$ cat config.mk
export PLATFORM = sky130hd
export DESIGN_NAME = fifo_stream_reader_flat
export DESIGN_NICKNAME = d
export VERILOG_FILES = /design/src/rtl/fifo_stream_reader_if.sv /design/src/rtl/fifo_stream_reader.sv /design/src/flat_wrapper.sv
export SDC_FILE = /design/constraint.sdc
export NUM_CORES = 1
export LEC_CHECK = 0
export CAP_MARGIN = 20
export CORE_MARGIN = 3
export CORE_UTILIZATION = 40
export CTS_CLUSTER_SIZE = 40
export DETAILED_ROUTE_END_ITERATION = 8
export GPL_TIMING_DRIVEN = 0
export PLACE_DENSITY = 0.68
export RECOVER_POWER = 25
export SYNTH_ARGS = -nofsm -noshare
export SYNTH_HDL_FRONTEND = slang
export SYNTH_SLANG_ARGS = --single-unit
$ cat constraint.sdc
create_clock -name clk -period 2.52 [get_ports clk]
set_clock_uncertainty 0.15 [all_clocks]
set_input_delay 0.504 -clock clk [delete_from_list [all_inputs] [get_ports clk]]
set_output_delay 0.504 -clock clk [all_outputs]
set_load 0.01 [all_outputs]
$ cat src/rtl/fifo_stream_reader_if.sv
// Bundles the FIFO read port and the outgoing valid/ready stream of the reader.
// The master modport is the reader side; the slave modport is the FIFO plus the sink.
interface fifo_stream_reader_if #(
  parameter int DATA_W = 8
);
  logic              fifo_empty;
  logic              fifo_rd_en;
  logic [DATA_W-1:0] fifo_dout;
  logic              m_valid;
  logic              m_ready;
  logic [DATA_W-1:0] m_data;
  logic              m_last;

  modport master (
    input  fifo_empty, fifo_dout, m_ready,
    output fifo_rd_en, m_valid, m_data, m_last
  );

  modport slave (
    output fifo_empty, fifo_dout, m_ready,
    input  fifo_rd_en, m_valid, m_data, m_last
  );
endinterface

$ cat src/rtl/fifo_stream_reader.sv
// Drains a 1-cycle-latency synchronous FIFO into a framed valid/ready stream,
// using a 2-entry output buffer and read credits so no word is lost under backpressure.
module fifo_stream_reader #(
  parameter int DATA_W  = 8,
  parameter int PKT_LEN = 8
) (
  input  logic                  clk,
  input  logic                  rst,
  input  logic                  en_i,
  fifo_stream_reader_if.master  bus,
  output logic                  busy_o,
  output logic [15:0]           pkt_cnt_o
);

  localparam int BEAT_W = (PKT_LEN > 1) ? $clog2(PKT_LEN) : 1;
  localparam logic [BEAT_W-1:0] BEAT_LAST = BEAT_W'(PKT_LEN - 1);

  typedef enum logic [1:0] {IDLE, RUN, STOP} state_e;

  state_e              st_q, st_d;
  logic [1:0]          occ_q, occ_d;
  logic                inflight_q;
  logic [DATA_W-1:0]   head_q, tail_q;
  logic [BEAT_W-1:0]   beat_q;
  logic [15:0]         pkt_cnt_q;

  logic                valid;
  logic                pop;
  logic                push;
  logic                rd_en;
  logic [2:0]          credit;

  assign valid  = (occ_q != 2'd0);
  assign pop    = valid & bus.m_ready;
  assign push   = inflight_q;
  // Words already owned (buffered or in flight) minus the one leaving this cycle.
  assign credit = 3'(occ_q) + 3'(inflight_q) - 3'(pop);

  always_ff @(posedge clk) begin
    if (!rst) st_q <= IDLE;
    else      st_q <= st_d;
  end

  always_comb begin
    st_d = st_q;
    unique case (st_q)
      IDLE: if (en_i) st_d = RUN;
      RUN:  if (!en_i) st_d = STOP;
      STOP: begin
        if (en_i)                                   st_d = RUN;
        else if (occ_q == 2'd0 && !inflight_q)      st_d = IDLE;
      end
      default: st_d = IDLE;
    endcase
  end

  // Gating on en_i as well as RUN stops reads in the very cycle enable drops.
  always_comb begin
    rd_en  = rst & (st_q == RUN) & en_i & !bus.fifo_empty & (credit < 3'd2);
    busy_o = (st_q != IDLE);
  end

  assign occ_d = occ_q + 2'(push) - 2'(pop);

  always_ff @(posedge clk) begin
    if (!rst) begin
      head_q     <= '0;
      tail_q     <= '0;
      occ_q      <= 2'd0;
      inflight_q <= 1'b0;
      beat_q     <= '0;
      pkt_cnt_q  <= 16'd0;
    end else begin
      inflight_q <= rd_en;
      occ_q      <= occ_d;
      // Capture is unconditional: the credit check guarantees a free slot.
      if (push && pop) begin
        if (occ_q == 2'd2) begin
          head_q <= tail_q;
          tail_q <= bus.fifo_dout;
        end else begin
          head_q <= bus.fifo_dout;
        end
      end else if (push) begin
        if (occ_q == 2'd0) head_q <= bus.fifo_dout;
        else               tail_q <= bus.fifo_dout;
      end else if (pop) begin
        head_q <= tail_q;
      end
      if (pop) begin
        if (beat_q == BEAT_LAST) begin
          beat_q    <= '0;
          pkt_cnt_q <= pkt_cnt_q + 16'd1;
        end else begin
          beat_q <= beat_q + BEAT_W'(1);
        end
      end
    end
  end

  assign bus.fifo_rd_en = rd_en;
  assign bus.m_valid    = valid;
  assign bus.m_data     = head_q;
  assign bus.m_last     = valid & (beat_q == BEAT_LAST);
  assign pkt_cnt_o      = pkt_cnt_q;

endmodule
$ cat src/flat_wrapper.sv
// flat-port wrapper written by rule: the top's interface ports become plain ports
module fifo_stream_reader_flat 
#(
  parameter int DATA_W  = 8,
  parameter int PKT_LEN = 8
)
  (clk, rst, en_i, busy_o, pkt_cnt_o, bus_fifo_empty, bus_fifo_dout, bus_m_ready, bus_fifo_rd_en, bus_m_valid, bus_m_data, bus_m_last);
  fifo_stream_reader_if #(.DATA_W(DATA_W)) bus_i ();
  input  logic clk;
  input  logic rst;
  input  logic en_i;
  output logic busy_o;
  output logic [15:0] pkt_cnt_o;
  input wire logic [$bits(bus_i.fifo_empty)-1:0] bus_fifo_empty;
  input wire logic [$bits(bus_i.fifo_dout)-1:0] bus_fifo_dout;
  input wire logic [$bits(bus_i.m_ready)-1:0] bus_m_ready;
  output wire logic [$bits(bus_i.fifo_rd_en)-1:0] bus_fifo_rd_en;
  output wire logic [$bits(bus_i.m_valid)-1:0] bus_m_valid;
  output wire logic [$bits(bus_i.m_data)-1:0] bus_m_data;
  output wire logic [$bits(bus_i.m_last)-1:0] bus_m_last;
  assign bus_i.fifo_empty = bus_fifo_empty;
  assign bus_i.fifo_dout = bus_fifo_dout;
  assign bus_i.m_ready = bus_m_ready;
  assign bus_fifo_rd_en = bus_i.fifo_rd_en;
  assign bus_m_valid = bus_i.m_valid;
  assign bus_m_data = bus_i.m_data;
  assign bus_m_last = bus_i.m_last;
  fifo_stream_reader #(.DATA_W(DATA_W), .PKT_LEN(PKT_LEN)) u_core (.clk(clk), .rst(rst), .en_i(en_i), .bus(bus_i), .busy_o(busy_o), .pkt_cnt_o(pkt_cnt_o));
endmodule
### Word-level counts from Yosys, hierarchy flattened

Cells that the tools add are included.
Widths: inputs -> output; s select.

| operators by class | value |
|---|---|
| bitwise logic cells | 6 |
| reductions and logical operators | 14 |
| order comparisons | 1 |
| add/subtract/negate cells | 6 |
| muxes and demuxes | 15 |
| eq/ne operators | 10 |

Operators by type and width:

| operator | number |
|---|---|
| $mux 8 | 9 |
| $add 16x1->16 const B | 1 |
| $mux 2 | 4 |
| $ne 2x2->1 const B | 4 |
| $and 1x1->1 | 6 |
| $pmux 2 s3 | 1 |
| $reduce_and 3->1 | 2 |
| $reduce_bool 2->1 | 3 |
| $eq 2x2->1 const B | 2 |
| $logic_not 2->1 | 2 |
| $reduce_and 2->1 | 2 |
| $add 2x1->3 | 1 |
| $add 3x1->3 const B | 1 |
| $eq 3x3->1 const B | 1 |
| $lt 3x2->1 const B | 1 |
| $mux 3 | 1 |
| $ne 3x2->1 const B | 1 |
| $ne 3x3->1 const B | 1 |
| $reduce_bool 3->1 | 1 |
| $sub 3x1->3 | 1 |
| $add 2x1->2 | 1 |
| $eq 2x1->1 const B | 1 |
| $logic_and 1x1->1 | 2 |
| $logic_not 1->1 | 2 |
| $sub 2x1->2 | 1 |

| storage, ports and cells | value |
|---|---|
| logic and storage cells | 59 |
| output and inout bits | 28 |
| register bits | 40 |
| input bits | 13 |

### Longest topological paths before layout

| depth | value |
|---|---|
| depth in word-level cells | 5 |
| gate-level depth with buffers | 9 |
| mapped depth without buffers | 8 |

### Worst setup path after synthesis

Ideal clock, no wire load.

| timing path | value |
|---|---|
| kind | input port to output port |
| start | input bus_m_ready |
| end | output bus_fifo_rd_en |
| required time | 1.866 ns |
| arrival time | 2.138 ns |
| setup slack | -0.272 ns |
| stages on the path | 7 |
| cell sequence | clkbuf_1 o21ai_0 ha_1 fa_1 xnor2_1 or3_1 nor3_1 |

| on the way | value |
|---|---|
| cells in the longest elaborated chain, start to end | 4 |

RTL lines:

| element | RTL line | text |
|---|---|---|
| from (decl) | flat_wrapper.sv:16 | `input wire logic [$bits(bus_i.m_ready)-1:0] bus_m_ready;` |
| $and 1x1->1 | fifo_stream_reader.sv:34 | `assign pop = valid & bus.m_ready;` |
| $sub 3x1->3 | fifo_stream_reader.sv:37 | `assign credit = 3'(occ_q) + 3'(inflight_q) - 3'(pop);` |
| $lt 3x2->1 | fifo_stream_reader.sv:59 | `rd_en = rst & (st_q == RUN) & en_i & !bus.fifo_empty & (credit < 3'd2);` |
| $and 1x1->1 | fifo_stream_reader.sv:59 |  |
| to (decl) | flat_wrapper.sv:17 | `output wire logic [$bits(bus_i.fifo_rd_en)-1:0] bus_fifo_rd_en;` |

Every way passes these cells.

### Worst setup path after layout

| timing path | value |
|---|---|
| start | input bus_m_ready |
| end | output bus_fifo_rd_en |

| on the way | value |
|---|---|
| cells in the longest elaborated chain, start to end | 4 |

RTL lines:

| element | RTL line | text |
|---|---|---|
| $and 1x1->1 | fifo_stream_reader.sv:34 |  |
| $sub 3x1->3 | fifo_stream_reader.sv:37 |  |
| net u_core.credit[1] | fifo_stream_reader.sv:31 | `logic [2:0] credit;` |
| $lt 3x2->1 | fifo_stream_reader.sv:59 |  |
| $and 1x1->1 | fifo_stream_reader.sv:59 |  |

The timed path passes the listed nets, and every way through them passes these cells.

==> flow_summary_export.csv <==
group,metric,value,unit
finish,utilization,58.4,%
floorplanning,start_util,43.3,%
detailed_routing,ant_nets,0,
run_status,violations,"setup timing",
placed_design,place_congestion,0.742,
synth,synth_area,0.00181,mm2
worst_setup_path,worst-r2r-cell-count,7,
sta,period_minus_slack,2830,ps
detailed_routing,drtIter0Drc,65,
floorplanning,die_area,0.00536,mm2
global_route,grt_pass1_wl,6.88,mm
job,maxCapViolations,0,
synth,synth.avg_cell_area,9.36,um2
clock_tree,clock_latency,290,ps
synth,yosysWarnings,0,
worst_setup_path,startpoint_type,"input pin",
synth,syn_nets,211,
clock_tree,cts_hold_buffers,0,
worst_setup_path,worst_path_max_delay_cell,"fa_2",
worst_setup_path,worstSetupEndpointType,"output pin",
global_route,grt_use_total,16.3,%
finish,insertedDiodeCount,0,
synth,ys_seq_area_share,44.3,%
worst_setup_path,critPathLaunch,"bus_m_ready",
sta,holdWs,312,ps
sta,setup_slack,-308,ps
synth,ys_seq_elements,40,
synth,synth_edf_count,0,
clock_tree,clockBufferDepth,2,
sta,finalSetupViolCount,1,
placed_design,port_buffers,40,
worst_setup_path,cp.required,1870,ps
finish,fin_area,0.00244,mm2
sta,rsz0062_at_grt,"true",
finish,area_growth,34.8,%
clock_tree,cts_tree,"built",
floorplanning,row_count,23,
floorplanning,top_level_ports,41,
clock_tree,clkTransAtPathRegs,70,ps
sta,finalMaxSlewViolations,0,
hold_path,hold_end,"u_core.beat_q[1]",
floorplanning,die_y,73.2,um
sta,slew_headroom,62.7,%
sta,fin_crit_sh,112,%
global_route,grt_max_degree,12,
floorplanning,die_width,73.2,um
finish,drive_gt1_share,13.9,%
detailed_routing,routed_wl,4.13,mm
hold_path,hold_class,"reg -> reg",
sta,max_clock_freq,354,MHz
worst_setup_path,arrival,2170,ps
hold_path,min_from,"u_core.beat_q[1]",
floorplanning,coreArea,0.00417,mm2
detailed_routing,routedWlPerCell,14.0,um
pwr,vdd.ir_drop.worst,236,uV
placed_design,dpl-instance-area,0.00231,mm2
clock_tree,htree_levels,2,
placed_design,dp.final_hpwl,2.78,mm
sta,hold_viol,0,
worst_setup_path,reg2reg_slack,600,ps
detailed_routing,drc,0,
finish,fillers,386,
detailed_routing,dr.pass1.iters,4,
sta,tightest_slew,555,ps
run_status,status,"finished with violations",
clock_tree,root_buffer,"clkbuf_8",
worst_setup_path,path_delay_family,"adder cells",
clock_tree,cts.sinks,40,
pwr,powerDensity,475,mW/mm2
global_route,grt_pass1_vias,1435,
worst_setup_path,crit_buf_inv,3,
worst_setup_path,critPathKind,"in -> out",
worst_setup_path,path_cells,"buf_6, clkbuf_8, o21ai_2, ha_2, fa_2, or3_4, nor3_4, buf_2",
detailed_routing,routed_via_density,5.37,
worst_setup_path,critPathMaxStageDelay,420,ps
finish,nets,261,
synth,syn_inst,193,
worst_setup_path,timing.rr.end,"u_core.inflight_q",
synth,async_reset_ff_share,0,%
sta,tns,-308,ps
placed_design,dp_cells,283,
hold_path,hold_depth,2,
global_route,grt_antenna_before_repair,0,
detailed_routing,via_count,1580,
pwr,p_leak,0.971,nW
synth,ys_types,41,
synth,synthFlopType,"dfxtp_1",
worst_setup_path,crit_path_max_fanout,6,
finish,final_cells,294,
global_route,overflow,0,
worst_setup_path,r2r_start,"u_core.occ_q[0]",
clock_tree,cts_buffers,5,
[registers in the layout, indices dropped and copies added (netlist names)]
signal             flops
u_core.beat_q          3
u_core.bus.m_data      8
u_core.inflight_q      1
u_core.occ_q           2
u_core.pkt_cnt_o      16
u_core.st_q            2
u_core.tail_q          8
[how the worst max path moves through the flow]
| stage | to | slack (ps) | cells after the start |
|---|---|---|---|
| after floorplan | bus_fifo_rd_en | -80 | 7 |
| after global placement | bus_fifo_rd_en | -1350 | 9 |
| after detailed placement | bus_fifo_rd_en | -1340 | 9 |
| after CTS | bus_fifo_rd_en | -330 | 9 |
| after global routing | bus_fifo_rd_en | -400 | 8 |
| final | bus_fifo_rd_en | -310 | 8 |
[final cells by class]
type	instances	area, um2	share of cell area, %
multi-input cells	140	975	40.0
flip-flops and latches	40	808	33.2
repair buffers	44	425	17.5
clock buffers	8	90.1	3.70
well taps	50	62.6	2.57
plain buffers	8	55.1	2.26
inverters	4	20.0	0.822
[cells by family after synthesis]
group | synth area share, %
AOI/OAI and AO/OA | 15.2
xor gates and xnor gates | 4.85
adders and majority gates | 3.88
buffers and inverters | 3.81
DFF | 44.3
muxes | 4.99
and+or+nand+nor | 22.9
[metal layers]
metal	track usage, %	up-vias	share of wire (%)
met5	0	-	0
met4	3.69	0	0.19
met3	6.06	2	5.8
met2	23.0	40	45
met1	23.4	739	49
li1	-	799	-
[worst reg2reg max path: stages, from the launching register on]
cell and delay, ps:
dfxtp_4 370, inv_6 70, nand3_4 60, o21ai_2 60
ha_2 190, fa_2 420, or3_4 420, nor3_1 120
[placed cells by master, fill, tap and decap left out, drive strengths merged, types with 5 or more instances in the layout]
cell,Yosys,final
nor2,19,19
clkbuf,3,12
dfxtp,40,40
clkdlybuf4s50,0,36
a21oi,15,15
xor2,8,8
o22ai,7,7
o21ai,8,8
o221ai,7,7
nand2,12,12
nand4,5,5
buf,6,10
nand3,11,11
or3,5,5
mux2i,9,9
[report_power, final]
| part | switching, mW | internal (mW) |
|---|---|---|
| combinational | 0.0396 | 0.0395 |
| sequential | 0.00433 | 0.636 |
| clock | 0.214 | 0.223 |
| total | 0.258 | 0.899 |
[Yosys cell counts (all sizes together), types with 2 or more instances]
cell	count	share of area (%)
or2	2	0.69
nor2	19	3.9
and3	4	1.4
mux2i	9	5.0
and4	3	1.5
o221ai	7	3.4
a21oi	15	4.2
ha	4	2.8
nand4	5	1.7
nand2	12	3.3
inv	3	0.62
xnor2	2	0.97
xor2	8	3.9
and2	4	1.4
o21ai	8	2.2
clkbuf	3	0.62
nor3	3	0.83
dfxtp	40	44
nand3	11	4.4
o22ai	7	2.4
buf	6	2.4
or3	5	1.7
[through the flow]
| step | power (mW) | setup WS [ps] |
|---|---|---|
| 2_1_floorplan | 0.689 | -77.4 |
| 3_3_place_gp | 0.735 | -1350 |
| 3_5_place_dp | 0.735 | -1340 |
| 4_1_cts | 1.18 | -329 |
| 5_1_grt | 1.21 | -404 |
| 6_report | 1.16 | -308 |
[what timing repair did]
item / CTS / global route
gates resized for setup: 15 / 7
setup buffers: 3 / 1
endpoints found under the setup margin: 3 / 2
hold endpoints to repair: 0 / 0
pin swaps: 3 / 3
No activity file was read; power rests on OpenSTA's default activity.
